File: config.mk
export PLATFORM = sky130hd
export DESIGN_NAME = ofdm_pilot_inserter_flat
export DESIGN_NICKNAME = d
export VERILOG_FILES = /design/src/rtl/ofdm_tx_pkg.sv /design/src/rtl/ofdm_pilot_inserter_if.sv /design/src/rtl/ofdm_pilot_pn_lfsr.sv /design/src/rtl/ofdm_pilot_inserter.sv /design/src/flat_wrapper.sv
export SDC_FILE = /design/constraint.sdc
export NUM_CORES = 1
export LEC_CHECK = 0
export CORE_ASPECT_RATIO = 0.75
export CORE_MARGIN = 2
export CORE_UTILIZATION = 40
export CTS_BUF_LIST = sky130_fd_sc_hd__clkbuf_4 sky130_fd_sc_hd__clkbuf_8 sky130_fd_sc_hd__clkbuf_16
export DETAILED_ROUTE_END_ITERATION = 8
export GPL_TIMING_DRIVEN = 0
export HOLD_SLACK_MARGIN = 0.1
export PLACE_DENSITY_LB_ADDON = 0.12
export SKIP_LAST_GASP = 1
export SLEW_MARGIN = 20
export SYNTH_ARGS = -nofsm -noshare
export SYNTH_HDL_FRONTEND = slang
export SYNTH_SLANG_ARGS = --single-unit
export TNS_END_PERCENT = 10
File: constraint.sdc
create_clock -name clock_clk -period 2.5 [get_ports clock_clk]
set_input_delay 0.25 -clock clock_clk [delete_from_list [all_inputs] [get_ports clock_clk]]
set_output_delay 0.25 -clock clock_clk [all_outputs]
set_load 0.005 [all_outputs]
File: src/rtl/ofdm_tx_pkg.sv
// Shared constants and types for the OFDM transmit pilot inserter:
// sample packing, control state encoding and pilot PN generator settings.
package ofdm_tx_pkg;

    // Packing of one complex subcarrier in a 32-bit beat
    localparam int I_MSB = 31;
    localparam int I_LSB = 16;
    localparam int Q_MSB = 15;
    localparam int Q_LSB = 0;

    // Symbol framing state
    typedef enum logic {
        IDLE,
        RUN
    } state_t;

    // Pilot scrambler: Fibonacci LFSR for x^7 + x^4 + 1 (taps on bits 6 and 3)
    localparam int             LFSR_W    = 7;
    localparam logic [LFSR_W-1:0] LFSR_TAPS = 7'h48;
    localparam logic [LFSR_W-1:0] LFSR_SEED = 7'h7F;

endpackage

File: src/rtl/ofdm_pilot_inserter_if.sv
// Avalon-ST stream (ready latency 0, SOP/EOP framing).
// master drives the beat, slave returns ready.
interface ofdm_pilot_inserter_if #(
    parameter int DW = 32
);
    logic [DW-1:0] data;
    logic          valid;
    logic          ready;
    logic          startofpacket;
    logic          endofpacket;

    modport master (
        output data, valid, startofpacket, endofpacket,
        input  ready
    );

    modport slave (
        input  data, valid, startofpacket, endofpacket,
        output ready
    );
endinterface

File: src/rtl/ofdm_pilot_pn_lfsr.sv
// Per-symbol pilot polarity generator: 7-bit LFSR (x^7+x^4+1) seeded with
// 7'h7F, advanced once per output symbol. pn_bit = 1 means negate pilots.
module ofdm_pilot_pn_lfsr
    import ofdm_tx_pkg::*;
(
    input  logic clock_clk,
    input  logic reset_reset_n,
    input  logic step,
    output logic pn_bit
);

    logic [LFSR_W-1:0] lfsr;

    // Shift in the tap parity once per symbol
    always_ff @(posedge clock_clk or negedge reset_reset_n) begin
        if (!reset_reset_n) begin
            lfsr <= LFSR_SEED;
        end else if (step) begin
            lfsr <= {lfsr[LFSR_W-2:0], ^(lfsr & LFSR_TAPS)};
        end
    end

    assign pn_bit = lfsr[LFSR_W-1];

endmodule

File: src/rtl/ofdm_pilot_inserter.sv
// OFDM TX pilot inserter: merges a stream of data subcarriers with comb
// pilots (every PILOT_SPACING-th index) into framed N_SC-beat symbols.
// Optional build macro OFDM_PILOT_PN_EN: per-symbol pilot polarity from a
// 7-bit LFSR; when undefined, pilots are always (PILOT_I, PILOT_Q).
module ofdm_pilot_inserter
    import ofdm_tx_pkg::*;
#(
    parameter int                 N_SC          = 64,
    parameter int                 PILOT_SPACING = 8,
    parameter logic signed [15:0] PILOT_I       = 16'sd8192,
    parameter logic signed [15:0] PILOT_Q       = 16'sd0
) (
    input  logic                  clock_clk,
    input  logic                  reset_reset_n,
    ofdm_pilot_inserter_if.slave  asi_in0,
    ofdm_pilot_inserter_if.master aso_out0,
    output logic                  framing_err
);

    localparam int IW     = $clog2(N_SC);
    localparam int N_DATA = N_SC - N_SC / PILOT_SPACING;

    localparam logic [IW-1:0] LAST_SC   = IW'(N_SC - 1);
    localparam logic [IW-1:0] LAST_DATA = IW'(N_DATA - 1);
    localparam logic [IW-1:0] SLOT_MASK = IW'(PILOT_SPACING - 1);

    state_t        state, state_nxt;
    logic [IW-1:0] sc_idx, sc_idx_nxt;
    logic [IW-1:0] data_cnt, data_cnt_nxt;

    logic [31:0]   out_data;
    logic          out_valid, out_sop, out_eop;

    logic          load_ok;
    logic          pilot_slot;
    logic          in_ready;
    logic          load_en;
    logic [31:0]   load_data;
    logic          load_sop, load_eop;
    logic          err_set;

    logic [15:0]   pilot_i, pilot_q;
    logic [31:0]   pilot;

`ifdef OFDM_PILOT_PN_EN
    logic pn_neg;

    ofdm_pilot_pn_lfsr u_pn_lfsr (
        .clock_clk     (clock_clk),
        .reset_reset_n (reset_reset_n),
        .step          (load_en && load_eop),
        .pn_bit        (pn_neg)
    );

    assign pilot_i = pn_neg ? -PILOT_I : PILOT_I;
    assign pilot_q = pn_neg ? -PILOT_Q : PILOT_Q;
`else
    assign pilot_i = PILOT_I;
    assign pilot_q = PILOT_Q;
`endif

    // Pack the pilot subcarrier into beat layout
    always_comb begin
        pilot                = '0;
        pilot[I_MSB:I_LSB]   = pilot_i;
        pilot[Q_MSB:Q_LSB]   = pilot_q;
    end

    // The output register may take a new beat when empty or being drained
    assign load_ok    = !out_valid || aso_out0.ready;
    assign pilot_slot = (sc_idx & SLOT_MASK) == '0;

    // Next-state, input ready, output-register load and framing checks
    always_comb begin
        // NOTE: every signal gets a default before the case so no latch is inferred.
        state_nxt    = state;
        sc_idx_nxt   = sc_idx;
        data_cnt_nxt = data_cnt;
        in_ready     = 1'b0;
        load_en      = 1'b0;
        load_data    = '0;
        load_sop     = 1'b0;
        load_eop     = 1'b0;
        err_set      = 1'b0;

        case (state)
            IDLE: begin
                if (asi_in0.valid) begin
                    if (!asi_in0.startofpacket) begin
                        // Beat outside a symbol: swallow it and flag
                        in_ready = 1'b1;
                        err_set  = 1'b1;
                    end else if (load_ok) begin
                        // SOP stays on the bus; emit pilot 0 first
                        load_en      = 1'b1;
                        load_data    = pilot;
                        load_sop     = 1'b1;
                        sc_idx_nxt   = IW'(1);
                        data_cnt_nxt = '0;
                        state_nxt    = RUN;
                    end
                end
            end

            RUN: begin
                if (pilot_slot) begin
                    if (load_ok) begin
                        load_en   = 1'b1;
                        load_data = pilot;
                    end
                end else begin
                    in_ready = load_ok;
                    if (asi_in0.valid && load_ok) begin
                        load_en      = 1'b1;
                        load_data    = asi_in0.data;
                        data_cnt_nxt = data_cnt + 1'b1;
                        if (asi_in0.startofpacket && data_cnt != '0)
                            err_set = 1'b1;
                        if (asi_in0.endofpacket != (data_cnt == LAST_DATA))
                            err_set = 1'b1;
                    end
                end

                if (load_en) begin
                    if (sc_idx == LAST_SC) begin
                        load_eop   = 1'b1;
                        sc_idx_nxt = '0;
                        state_nxt  = IDLE;
                    end else begin
                        sc_idx_nxt = sc_idx + 1'b1;
                    end
                end
            end

            default: state_nxt = IDLE;
        endcase
    end

    // Control state register
    always_ff @(posedge clock_clk or negedge reset_reset_n) begin
        // NOTE: clocked state uses non-blocking assignments so every flop samples pre-edge values.
        if (!reset_reset_n) begin
            state    <= IDLE;
            sc_idx   <= '0;
            data_cnt <= '0;
        end else begin
            state    <= state_nxt;
            sc_idx   <= sc_idx_nxt;
            data_cnt <= data_cnt_nxt;
        end
    end

    // Single output beat register; holds while valid and not ready
    always_ff @(posedge clock_clk or negedge reset_reset_n) begin
        if (!reset_reset_n) begin
            out_valid <= 1'b0;
            out_data  <= '0;
            out_sop   <= 1'b0;
            out_eop   <= 1'b0;
        end else if (load_ok) begin
            out_valid <= load_en;
            if (load_en) begin
                out_data <= load_data;
                out_sop  <= load_sop;
                out_eop  <= load_eop;
            end
        end
    end

    // Sticky framing error, cleared only by reset
    always_ff @(posedge clock_clk or negedge reset_reset_n) begin
        if (!reset_reset_n) begin
            framing_err <= 1'b0;
        end else if (err_set) begin
            framing_err <= 1'b1;
        end
    end

    assign asi_in0.ready          = in_ready;
    assign aso_out0.valid         = out_valid;
    assign aso_out0.data          = out_data;
    assign aso_out0.startofpacket = out_sop;
    assign aso_out0.endofpacket   = out_eop;

endmodule

File: src/flat_wrapper.sv
// flat-port wrapper written by rule: the top's interface ports become plain ports
module ofdm_pilot_inserter_flat import ofdm_tx_pkg::*;
#(
    parameter int                 N_SC          = 64,
    parameter int                 PILOT_SPACING = 8,
    parameter logic signed [15:0] PILOT_I       = 16'sd8192,
    parameter logic signed [15:0] PILOT_Q       = 16'sd0
)
  (clock_clk, reset_reset_n, framing_err, asi_in0_data, asi_in0_valid, asi_in0_startofpacket, asi_in0_endofpacket, asi_in0_ready, aso_out0_data, aso_out0_valid, aso_out0_startofpacket, aso_out0_endofpacket, aso_out0_ready);
  ofdm_pilot_inserter_if #(.DW(32)) asi_in0_i ();
  ofdm_pilot_inserter_if #(.DW(32)) aso_out0_i ();
  input  logic clock_clk;
  input  logic reset_reset_n;
  output logic framing_err;
  input wire logic [$bits(asi_in0_i.data)-1:0] asi_in0_data;
  input wire logic [$bits(asi_in0_i.valid)-1:0] asi_in0_valid;
  input wire logic [$bits(asi_in0_i.startofpacket)-1:0] asi_in0_startofpacket;
  input wire logic [$bits(asi_in0_i.endofpacket)-1:0] asi_in0_endofpacket;
  output wire logic [$bits(asi_in0_i.ready)-1:0] asi_in0_ready;
  output wire logic [$bits(aso_out0_i.data)-1:0] aso_out0_data;
  output wire logic [$bits(aso_out0_i.valid)-1:0] aso_out0_valid;
  output wire logic [$bits(aso_out0_i.startofpacket)-1:0] aso_out0_startofpacket;
  output wire logic [$bits(aso_out0_i.endofpacket)-1:0] aso_out0_endofpacket;
  input wire logic [$bits(aso_out0_i.ready)-1:0] aso_out0_ready;
  assign asi_in0_i.data = asi_in0_data;
  assign asi_in0_i.valid = asi_in0_valid;
  assign asi_in0_i.startofpacket = asi_in0_startofpacket;
  assign asi_in0_i.endofpacket = asi_in0_endofpacket;
  assign asi_in0_ready = asi_in0_i.ready;
  assign aso_out0_data = aso_out0_i.data;
  assign aso_out0_valid = aso_out0_i.valid;
  assign aso_out0_startofpacket = aso_out0_i.startofpacket;
  assign aso_out0_endofpacket = aso_out0_i.endofpacket;
  assign aso_out0_i.ready = aso_out0_ready;
  ofdm_pilot_inserter #(.N_SC(N_SC), .PILOT_SPACING(PILOT_SPACING), .PILOT_I(PILOT_I), .PILOT_Q(PILOT_Q)) u_core (.clock_clk(clock_clk), .reset_reset_n(reset_reset_n), .asi_in0(asi_in0_i), .aso_out0(aso_out0_i), .framing_err(framing_err));
endmodule
======== Yosys cells after proc, flatten, opt, wreduce, memory -nomap -nowiden ========
Index checks and enable logic that the tools add are counted.
storage, ports and cells
  input port bits ......................... 38
  output and inout bits ................... 37
  memory bits (read-only) ................. 0
  bits in latches ......................... 0
  register bits ........................... 49
  bits in writable memories ............... 0
  logic and storage cells ................. 71
  memories ................................ 0
cells by class
  reduce and logical (&&, ||, !) cells .... 9
  equality and inequality tests ........... 9
  shifts and indexed selects .............. 0
  multipliers ............................. 0
  add/subtract/negate cells ............... 2
  bitwise logic cells ..................... 1
  magnitude comparators ................... 0
  divide/modulo/power cells ............... 0
  multiplexer cells ....................... 42
operators with widths
  cell                                                                      number
  32-bit 2-to-1 mux                                                         3
  32-bit case mux with 2 select lines                                       1
  6-bit 2-to-1 mux                                                          10
  30-bit 2-to-1 mux                                                         1
  6-bit case mux with 2 select lines                                        2
  1-bit 2-to-1 mux                                                          21
  6-bit by 1-bit adder with 6-bit output (second input constant)            2
  6-bit equality test (second input constant)                               2
  2-bit inequality test (second input constant)                             5
  1-bit case mux with 2 select lines                                        4
  6-bit logical NOT                                                         1
  6-bit nonzero test                                                        1
  5-bit AND reduction                                                       1
  4-bit AND reduction                                                       1
  1-bit logical AND                                                         2
  2-bit by 1-bit inequality test with 1-bit output (second input constant)  1
  2-bit AND reduction                                                       1
  1-bit logical NOT                                                         1
  1-bit logical OR                                                          1
  1-bit inequality test                                                     1
  1-bit NOT                                                                 1

======== Logic depth before layout (Yosys ltp) ========
Gate-level depths: netlist (run 1).
  word-level depth ........................ 8
  depth in mapped cells ................... 8
  gate-level depth less buffers ........... 6

======== Worst setup path before layout (run 1) ========
Ideal clock, no wire load.
  kind .................................... register to register
  start ................................... reg u_core.sc_idx[0]
  end ..................................... reg u_core.data_cnt[3]
  slack ................................... 0.602 ns
  path buffers ............................ 2
  arrival time ............................ 1.821 ns
  clock period less this slack ............ 1.898 ns
  setup time .............................. 0.077 ns
  cell stages (with the launch flop) ...... 9
  path through ............................ dfrtp_1 -> inv_1 -> ha_1 -> and3b_1 -> clkbuf_2 -> or2_1 -> clkbuf_2 -> or4_1 -> a21oi_1
on the way
  word-level cells in the longest chain between the ends .. 3
ends and longest elaborated chain
  item                                    RTL line                    RTL
  start: declaration                      ofdm_pilot_inserter.sv:28   logic [IW-1:0] sc_idx, sc_idx_nxt;
  start signal: assignment                ofdm_pilot_inserter.sv:148  sc_idx <= sc_idx_nxt;
  6-bit logical NOT                       ofdm_pilot_inserter.sv:71   assign pilot_slot = (sc_idx & SLOT_MASK) == '0;
  2-bit inequality test (no source line)  --
  5-bit AND reduction (no source line)    --
  end signal: assignment                  ofdm_pilot_inserter.sv:149  data_cnt <= data_cnt_nxt;
  end: declaration                        ofdm_pilot_inserter.sv:29   logic [IW-1:0] data_cnt, data_cnt_nxt;
No other way between the ends.
A chain may end at the register's enable or synchronous reset.

======== Worst setup path in the final report (run 1) ========
  start ................................... reg u_core.sc_idx[0]
  end ..................................... reg u_core.sc_idx[5]
on the way
  word-level cells in the longest chain between the ends .. 5
ends and longest elaborated chain
  item
  parallel branches: the longest is 5 deep, another holds 6-bit by 1-bit adder with 6-bit output
Parallel ways; which one is timed is not known. The select of a mux whose other input is x is not followed.

==> results of run 1 <==
==> layout by cell type (no fill, tap or decap), drive strengths merged, types with 2 or more instances in the layout <==
master         instances
xor2                   2
nor4                   2
clkbuf                14
nor2b                  2
o211ai                 2
nor2                   7
nand4b                 2
o31ai                  5
clkdlybuf4s50         72
ha                     4
a22o                  31
and2                   2
dfrtp                 49
or4                    4
a31oi                  2
nand4                  3
buf                    8
a21oi                  8
nand3                  4
nand2                 15
o21ai                  6
nand2b                 2
inv                    7
==> what timing repair did <==
action,4_1_cts,5_1_grt
hold buffers,1,0
setup buffers,0,0
hold endpoints to repair,11,0
setup endpoints to repair,0,0
==> worst min path at each step <==
| stage | startpoint | endpoint | slack (ns) | depth (start not counted) |
|---|---|---|---|---|
| after floorplan | reset_reset_n | u_core.aso_out0.data[0]$_DFFE_PN0P_ | -0.05 | 0 |
| after global placement | u_core.aso_out0.data[29]$_DFFE_PN0P_ | u_core.aso_out0.data[29]$_DFFE_PN0P_ | 0.46 | 2 |
| after detailed placement | reset_reset_n | u_core.data_cnt[5]$_DFFE_PN0P_ | 0.16 | 1 |
| after CTS | reset_reset_n | u_core.data_cnt[5]$_DFFE_PN0P_ | 0.37 | 2 |
| after global routing | reset_reset_n | u_core.data_cnt[5]$_DFFE_PN0P_ | 0.42 | 2 |
| final | reset_reset_n | u_core.data_cnt[5]$_DFFE_PN0P_ | 0.38 | 2 |
==> metal layers <==
metal,vias up,GRT usage [%],wire (um)
met5,-,0,0
met4,0,6.73,70
met3,8,4.83,346
met2,64,27.8,2230
met1,837,26.7,2570
li1,853,-,-
==> where the power goes <==
group / internal (mW) / switching, mW
sequential: 1.16 / 0.249
clock: 0.231 / 0.242
combinational: 0.932 / 0.640
==> cells by family (layout without fill, tap and decap cells) <==
logic type               Yosys count  in the layout  share of synthesized area (%)
AO/OA/AOI/OAI                     59             59                           21.3
AND/OR/NAND/NOR                   50             50                           13.3
flip-flops                        49             49                           58.1
buffers and inverters             19            102                           3.79
adder cells (fa/ha/maj)            4              4                           2.37
XOR/XNOR                           3              3                           1.24
==> final cells by class <==
cell class	instances	area share, %
well taps	72	2.92
multi-input cells	116	26.1
repair buffers	76	25.6
plain buffers	12	1.75
clock buffers	7	2.92
flip-flops and latches	49	39.8
inverters	7	0.852
==> per-stage QoR <==
stage / utilization (%) / hold WS [ns] / worst slack, ns
global placement: 58.9 / 0.465 / -0.231
CTS: 61.9 / 0.370 / 0.269
detailed placement: 59.9 / 0.163 / 0.182
floorplan: - / -0.0456 / 0.602
finish: 61.9 / 0.379 / 0.269
global route: 61.9 / 0.417 / 0.0960
==> flip-flops by register name, summed over array words and instances, names as in the netlist <==
name	cells
u_core.sc_idx	6
u_core.framing_err	1
u_core.aso_out0.valid	1
u_core.aso_out0.data	32
u_core.aso_out0.startofpacket	1
u_core.state	1
u_core.data_cnt	6
u_core.aso_out0.endofpacket	1
==> results by group, run 1 <==
Floorplanning
  – Total core area: 4980 um^2
  – Die ar.: 5880 um^2
  – Rows: 22
  – Starting Density: 42.4%
  – Chip Width: 87.9 um
  – # IOs: 75
  – Die H: 66.9 um

Setup path
  – Top cell family by delay on the critical path: buffers and inverters
  – Critical path class: flop to flop
  – Slowest-stage cell, CP: o21ai_1
  – CP required: 2.71 ns
  – CP Launch Type: flop
  – CP peak stage delay: 0.48 ns
  – R2R depth: 8
  – Critical Path End Type: flop
  – Buffers plus inverters on the worst setup path: 3
  – Worst path cell trace: inv_1 > ha_1 > and3b_1 > clkbuf_2 > o21ai_1 > clkbuf_1 > nand2_1 > o211ai_1
  – Critical path arrival: 2.44 ns
  – Cell count along the critical path: 8
  – Crit Path Max Fanout: 10
  – CP endpoint: u_core.sc_idx[5]$_DFFE_PN0P_
  – Flop-to-flop setup slack: 0.27 ns
  – Critical Path Source: u_core.sc_idx[0]$_DFFE_PN0P_
  – RR Endpoint: u_core.sc_idx[5]$_DFFE_PN0P_
  – Worst R2R Start: u_core.sc_idx[0]$_DFFE_PN0P_

Power
  – Pwr Total: 3.45 mW
  – Peak VDD IR: 0.482 mV
  – LEAKAGE: 1.36 nW
  – Power Density: 1120 nW/um^2

STA
  – Final setup TNS: 0 ns
  – Tcrit/Tclk final: 89.2%
  – Count of final setup violators: 0
  – Min Tclk post-route: 2.23 ns
  – RSZ-0062 raised after global routing: false
  – Final Hold Fails: 0
  – Relative slew slack: 46.2%
  – Least-Margin Pin Slew: 0.805 ns
  – Final Max Slew Viols: 0
  – Worst clock skew: 0.00466 ns
  – Fmax: 0.448 GHz

Final layout
  – Layout cells sized above 1: 7.12%
  – Final std cells w/o fill: 339
  – Layout area overhead: 46.0%
  – Final nets: 309
  – Post-route cell area: 3080 um^2
  – FF/Latch Area: 1230 um^2
  – FILL cells: 417
  – Ant diodes: 0
  – Footprint of the multi-input gates: 806 um^2

Clock network
  – # H-tree levels: 2
  – TritonCTS clock tree: built
  – Clk root buf: clkbuf_8
  – CTS Buf Count: 5
  – Clock tree buffer depth: 2
  – Clock transition at path regs: 0.08 ns
  – Clk_lat worst skew: 0.29 ns
  – Post-cts resize count: 0
  – # clock sinks: 49

Synthesis
  – Post-Syn Nets: 226
  – Flops & latches, synth: 49
  – Most frequent cell after synthesis: dfrtp_1
  – Predominant post-synthesis flop cell: dfrtp_1
  – Synth top area share: 58.1%
  – Synth cell count leaders: dfrtp_1, a22o_1, nand2_1
  – Largest cells by area after synthesis: dfrtp_1, a22o_1, nand2_1
  – Post-synth EDFFs: 0
  – Area leader, netlist: dfrtp_1
  – Cells after synthesis: 184
  – Sequential-to-total area share from yosys stat: 58.1%
  – Avg Synthesized Cell Area: 11.5 um^2
  – Synth Warn #: 0
  – Post-synth cell types: 38
  – Synthesized cell area: 2110 um^2
  – Fraction of registers with async set/reset: 100%

Placement
  – DP HPWL: 3860 um
  – I/O Buffers: 73
  – Area after DPL: 2980 um^2
  – Post-Place Cells: 331
  – Gp weighted congestion: 0.869

Routing
  – Remaining antenna violation count: 0
  – DR WL/cell: 15.4 um
  – Iteration-0 DRC count of the detailed router: 106
  – Total Routed Length: 5210 um
  – Pre-Repair DR Iteration Count: 4
  – Residual DRC count: 0
  – Vias per cell: 5.20
  – Detailed-route via count: 1762

Global routing
  – GRT Overall Usage: 18.9%
  – Vias in the first global route: 1697
  – First-pass GRT wire length: 8330 um
  – Initial antenna violation count: 0
  – Remaining global-route overflow: 0
  – Pin count of the biggest net entering global routing: 21

Run
  – Max-Cap Viols: 0

Outcome
  – Outcome: complete, no violations

Min path
  – Hold Crit Class: input pin to async pin
Power figures use the tool's default switching activity.
==> run 2: changes to the inputs <==
SKIP_CTS_REPAIR_TIMING = 1   (was not set)
==> run 2 against run 1 <==
  * Clock-buffer cell count unchanged
  * Setup slack worse by 0.0058 ns
  * Sequential cell count unchanged
  * Critical path depth is the same
  * Via count is 0.96% lower
  * Worst hold slack better by 0.018 ns
  * Fmax down 0.26%
  * Highest routed layer unchanged
==> results by group, run 2 (synthesized netlist as in run 1, its figures left out) <==
Routing
  – Pre-Repair DR Iteration Count: 4 (unchanged)
  – Total Routed Length: 5230 um (+0.48%)
  – DR WL/cell: 15.4 um (+0.48%)
  – Vias per cell: 5.15 (-0.96%)
  – Residual DRC count: 0 (unchanged)
  – Iteration-0 DRC count of the detailed router: 87 (-18%)
  – Remaining antenna violation count: 0 (unchanged)
  – Detailed-route via count: 1745 (-0.96%)

STA
  – Relative slew slack: 42.3% (-4.0 points)
  – RSZ-0062 raised after global routing: false
  – Final Max Slew Viols: 0 (unchanged)
  – Final hold slack: 0.397 ns (+0.0178 ns)
  – Least-Margin Pin Slew: 0.864 ns (+0.0592 ns)
  – Final Hold Fails: 0 (unchanged)
  – Final setup TNS: 0 ns (unchanged)
  – Fmax: 0.447 GHz (-0.26%)
  – Worst clock skew: 0.00511 ns (+0.000459 ns)
  – Tcrit/Tclk final: 89.5% (+0.23 points)
  – Min Tclk post-route: 2.24 ns (+0.00579 ns)
  – Count of final setup violators: 0 (unchanged)

Placement
  – Gp weighted congestion: 0.869 (unchanged)
  – Area after DPL: 2980 um^2 (unchanged)
  – DP HPWL: 3860 um (unchanged)
  – I/O Buffers: 73 (unchanged)

Setup path
  – CP required: 2.71 ns (about the same)
  – Critical Path End Type: flop
  – Critical path arrival: 2.45 ns (about the same)
  – Worst R2R Start: u_core.sc_idx[0]$_DFFE_PN0P_
  – Crit Path Max Fanout: 10 (unchanged)
  – Slowest-stage cell, CP: o21ai_1
  – Critical path class: flop to flop
  – Critical Path Source: u_core.sc_idx[0]$_DFFE_PN0P_
  – CP Launch Type: flop
  – Worst path cell trace: inv_1 > ha_1 > and3b_1 > clkbuf_2 > o21ai_1 > clkbuf_1 > nand2_1 > o211ai_1
  – CP peak stage delay: 0.48 ns (about the same)

Power
  – Flop pwr share: 40.8% (about the same)
  – Peak VDD IR: 0.483 mV (+0.13%)
  – LEAKAGE: 1.36 nW (unchanged)
  – Combinational share of power: 45.5% (about the same)
  – Pint: 2.32 mW (about the same)
  – Switching part of the total: 32.8% (about the same)
  – Net Switching: 1.13 mW (about the same)
  – Clock power frac: 13.7% (about the same)
  – Power Density: 1120 nW/um^2 (about the same)

Global routing
  – Vias in the first global route: 1693 (-0.24%)
  – First-pass GRT wire length: 8300 um (-0.34%)
  – Pin count of the biggest net entering global routing: 21 (unchanged)
  – GRT Overall Usage: 18.8% (-0.053 points)
  – Initial antenna violation count: 0 (unchanged)
  – Remaining global-route overflow: 0 (unchanged)

Floorplanning
  – Rows: 22 (unchanged)
  – Starting Density: 42.4% (unchanged)
  – Total core area: 4980 um^2 (unchanged)
  – # IOs: 75 (unchanged)
  – Die H: 66.9 um (unchanged)
  – Die ar.: 5880 um^2 (unchanged)
  – Chip Width: 87.9 um (unchanged)

Final layout
  – Commonest non-fill, non-tap cell in the layout: clkdlybuf4s50_1
  – Layout area overhead: 46.0% (unchanged)
  – Layout cells sized above 1: 7.12% (unchanged)
  – Final nets: 309 (unchanged)
  – Number of flip-flops in the largest register: 32 (unchanged)
  – Commonest non-fill, non-tap cells in the layout: clkdlybuf4s50_1, dfrtp_1, a22o_1
  – Post-route cell area: 3080 um^2 (unchanged)
  – Ant diodes: 0 (unchanged)

Outcome
  – Outcome: complete, no violations

Clock network
  – # H-tree levels: 2 (unchanged)
  – TritonCTS clock tree: built
  – Clock tree buffer depth: 2 (unchanged)
  – Clock transition at path regs: 0.08 ns (about the same)
  – CTS Buf Count: 5 (unchanged)
  – Clk_lat worst skew: 0.29 ns (about the same)
  – # clock sinks: 49 (unchanged)
  – Clk root buf: clkbuf_8

Min path
  – Hold Crit Class: input pin to async pin

Run
  – Max-Cap Viols: 0 (unchanged)
run 2: cell counts in the layout (fill, tap and decap cells not counted):
Identical to the previous run, type by type.
run 2: critical path, delay by kind of cell, from the launching register on:
family	cells	cell delay (ns)
buf+inv	3	0.67
compound gates	2	0.60
flops	1	0.37
simple gates	2	0.31
fa+ha+maj	1	0.20
run 2: routing by layer:
layer | global-route usage, % | up-vias | share of wire [%]
li1 | - | 854 | -
met1 | 26.6 | 830 | 50
met2 | 27.7 | 53 | 43
met3 | 4.83 | 8 | 5.7
met4 | 6.73 | 0 | 1.3
met5 | 0 | - | 0
run 2: cell type report:
class | instances | area (um^2)
sequential | 49 | 1230
buffer | 12 | 53.8
inverter | 7 | 26.3
timing repair buffer | 76 | 791
fill | 419 | 1900
tap | 72 | 90.1
clock buffer | 7 | 90.1
multi-input combinational | 116 | 806
run 2: power groups by stage:
stage	clock network, mW	registers [mW]	logic, mW
floorplan	0	1.41	0.705
global placement	0	1.40	1.55
detailed placement	0	1.41	1.58
CTS	0.489	1.40	1.59
global route	0.524	1.46	1.73
finish	0.472	1.41	1.57
run 2: per-stage QoR:
stage | cells | power [mW] | worst slack (ns) | util [%]
floorplan | 184 | 2.11 | 0.602 | -
global placement | 329 | 2.95 | -0.231 | 58.9
detailed placement | 331 | 2.99 | 0.182 | 59.9
CTS | 338 | 3.48 | 0.269 | 61.7
global route | 339 | 3.71 | 0.0960 | 61.9
finish | 339 | 3.45 | 0.264 | 61.9
run 2: path summary, 6_finish.rpt:
kind	endpoint	slack [ns]	cells past startpoint
max	u_core.sc_idx[5]$_DFFE_PN0P_	0.26	8
min	u_core.data_cnt[5]$_DFFE_PN0P_	0.40	2
max reg2reg	u_core.sc_idx[5]$_DFFE_PN0P_	0.26	8
min reg2reg	u_core.aso_out0.startofpacket$_DFFE_PN0P_	0.48	2
max in group asynchronous	u_core.aso_out0.data[11]$_DFFE_PN0P_	1.52	4
min in group clock_clk	u_core.aso_out0.data[29]$_DFFE_PN0P_	0.46	3
==> run 3: changes to the inputs <==
ABC_AREA = 1   (was not set)
==> run 3 against run 2 <==
  * Fmax is 6.9% higher
  * Setup slack better by 0.14 ns
  * Global-route usage is 1.3 points lower
  * Synthesized area is 7.0% higher
  * Via count is 15% higher
  * Wire length is 0.15% lower
  * Register-to-register slack better by 0.58 ns
  * Cell area is 4.5% higher
  * Die area is 6.7% higher
  * Worst hold slack better by 0.085 ns
  * Critical endpoint is now asi_in0_ready
  * Highest routed layer unchanged
==> results by group, run 3 <==
Min path
  – Hold Crit Class: input pin to flop
  – Hold wc startpoint: asi_in0_data[25]

Global routing
  – Remaining global-route overflow: 0 (unchanged)
  – Vias in the first global route: 1881 (+11%)
  – Pin count of the biggest net entering global routing: 50 (+140%)
  – GRT Overall Usage: 17.5% (-1.3 points)
  – Initial antenna violation count: 0 (unchanged)
  – First-pass GRT wire length: 8870 um (+6.9%)

Clock network
  – Clock transition at path regs: 0.09 ns (about the same)
  – Clk_lat worst skew: 0.30 ns (about the same)
  – TritonCTS clock tree: built
  – Clock tree buffer depth: 2 (unchanged)
  – CTS Buf Count: 5 (unchanged)
  – # clock sinks: 49 (unchanged)
  – Clk root buf: clkbuf_8
  – # H-tree levels: 2 (unchanged)

Synthesis
  – Post-synth cell types: 21 (-45%)
  – Avg Synthesized Cell Area: 7.91 um^2 (-31%)
  – Synth Warn #: 0 (unchanged)
  – Synth top area share: 54.2% (-3.8 points)
  – Synthesized cell area: 2260 um^2 (+7.0%)
  – Sequential-to-total area share from yosys stat: 54.2% (-3.8 points)
  – Cells after synthesis: 286 (+55%)
  – Synth cell count leaders: nand2_1, dfrtp_1, inv_1
  – Largest cells by area after synthesis: dfrtp_1, nand2_1, inv_1
  – Flops & latches, synth: 49 (unchanged)
  – Post-synth EDFFs: 0 (unchanged)
  – Most frequent cell after synthesis: nand2_1
  – Fraction of registers with async set/reset: 100% (unchanged)
  – Post-Syn Nets: 328 (+45%)
  – Predominant post-synthesis flop cell: dfrtp_1
  – Area leader, netlist: dfrtp_1

Final layout
  – Layout area overhead: 42.6%
  – Commonest non-fill, non-tap cell in the layout: nand2_1
  – Utilization after layout: 59.6% (-2.3 points)
  – Ant diodes: 0 (unchanged)
  – Final nets: 410 (+33%)
  – Commonest non-fill, non-tap cells in the layout: nand2_1, clkdlybuf4s50_1, dfrtp_1
  – Layout cells sized above 1: 7.05% (-0.070 points)
  – Number of flip-flops in the largest register: 32 (unchanged)
  – Post-route cell area: 3220 um^2 (+4.5%)
  – FILL cells: 528 (+26%)

Floorplanning
  – Die ar.: 6280 um^2 (+6.7%)
  – Starting Density: 41.8% (-0.60 points)
  – Chip Width: 90.8 um (+3.3%)
  – Die H: 69.1 um (+3.3%)
  – # IOs: 75 (unchanged)
  – Rows: 23 (+4.5%)
  – Total core area: 5410 um^2 (+8.6%)

STA
  – Final setup TNS: 0 ns (unchanged)
  – Fmax: 0.478 GHz (+6.9%)
  – Final Max Slew Viols: 0 (unchanged)
  – RSZ-0062 raised after global routing: false
  – Least-Margin Pin Slew: 0.611 ns (-0.253 ns)
  – Tcrit/Tclk final: 83.7% (-5.8 points)
  – Count of final setup violators: 0 (unchanged)
  – Final Hold Fails: 0 (unchanged)
  – Relative slew slack: 59.3% (+17 points)
  – Final WS setup: 0.408 ns (+0.144 ns)
  – Min Tclk post-route: 2.09 ns (-0.144 ns)
  – Worst clock skew: 0.00653 ns (+0.00141 ns)

Placement
  – Gp weighted congestion: 0.813 (-6.4%)
  – Area after DPL: 3090 um^2 (+3.7%)
  – Worst slack at placement: 0.555 ns (+0.373 ns)
  – I/O Buffers: 74 (+1.4%)
  – DP HPWL: 3880 um (+0.52%)

Power
  – Peak VDD IR: 0.461 mV (-4.5%)
  – Power Density: 1070 nW/um^2 (-4.0%)
  – LEAKAGE: 1.65 nW (+22%)

Routing
  – Vias per cell: 4.50 (-12%)
  – Iteration-0 DRC count of the detailed router: 135 (+55%)
  – DR WL/cell: 11.8 um (-24%)
  – Pre-Repair DR Iteration Count: 4 (unchanged)
  – Residual DRC count: 0 (unchanged)
  – Total Routed Length: 5230 um (-0.15%)
  – Remaining antenna violation count: 0 (unchanged)
  – Detailed-route via count: 2000 (+15%)

Setup path
  – Critical Path Source: u_core.state$_DFF_PN0_
  – CP Launch Type: flop
  – Critical path arrival: 1.84 ns (-0.61 ns)
  – Critical Path End Type: output pin
  – RR Endpoint: u_core.aso_out0.data[29]$_DFFE_PN0P_
  – CP required: 2.25 ns (-0.46 ns)
  – Flop-to-flop setup slack: 0.84 ns (+0.58 ns)
  – Critical path class: flop to output pin
  – Worst R2R Start: u_core.sc_idx[0]$_DFFE_PN0P_
  – R2R depth: 11 (+3)
  – CP endpoint: asi_in0_ready
  – Crit Path Max Fanout: 10 (unchanged)

Outcome
  – Outcome: complete, no violations

Run
  – Max-Cap Viols: 0 (unchanged)
==> run 3: final cells by class <==
type,count,area (um^2),share of cell area (%)
clock buffer,7,90.1,2.80
buffer,9,56.3,1.75
tap,75,93.8,2.91
clock inverter,1,30.0,0.932
timing repair buffer,75,748,23.2
multi-input combinational,203,885,27.4
inverter,25,93.8,2.91
sequential,49,1230,38.0
==> run 3: where the power goes <==
| group | switching, mW | internal, mW |
|---|---|---|
| Combinational | 0.708 | 0.822 |
| Sequential | 0.220 | 1.12 |
| Clock | 0.254 | 0.337 |
==> run 3: worst min path at each step <==
stage                                      endpoint  slack [ns]  cells past startpoint
5_1_grt        u_core.aso_out0.data[30]$_DFFE_PN0P_        0.48                      3
3_5_place_dp                 u_core.state$_DFF_PN0_        0.32                      1
2_1_floorplan   u_core.aso_out0.data[0]$_DFFE_PN0P_       -0.05                      0
4_1_cts              u_core.data_cnt[5]$_DFFE_PN0P_       -0.01                      1
3_3_place_gp         u_core.framing_err$_DFFE_PN0P_        0.46                      2
6_report       u_core.aso_out0.data[25]$_DFFE_PN0P_        0.48                      3
==> run 3: cell families (layout without fill, tap and decap cells) <==
family	after synthesis	count (layout)	synth area share [%]
flops	49	49	54.2
xor+xnor	1	1	0.387
buf+inv	34	117	6.64
compound gates	15	15	3.82
fa+ha+maj	4	4	2.21
simple gates	183	183	32.7
==> run 3: per-layer routing <==
metal,global-route usage [%],vias up,part of all wire [%]
li1,-,1039,-
met1,24.9,885,49
met2,26.5,69,43
met3,5.57,7,7.9
met4,3.87,0,0.80
met5,0,-,0
==> run 3: stage by stage <==
step	power, mW	cells	hold slack, ns
finish	3.46	444	0.482
global route	3.76	444	0.477
CTS	3.51	443	-0.0137
detailed placement	2.90	435	0.320
global placement	2.86	435	0.456
floorplan	2.05	286	-0.0456
==> run 3: worst max-delay path, stage by stage (launching register included) <==
cell and delay [ns]:
dfrtp_1 0.41, clkbuf_1 0.41, a31o_2 0.23, clkdlybuf4s50_1 0.49
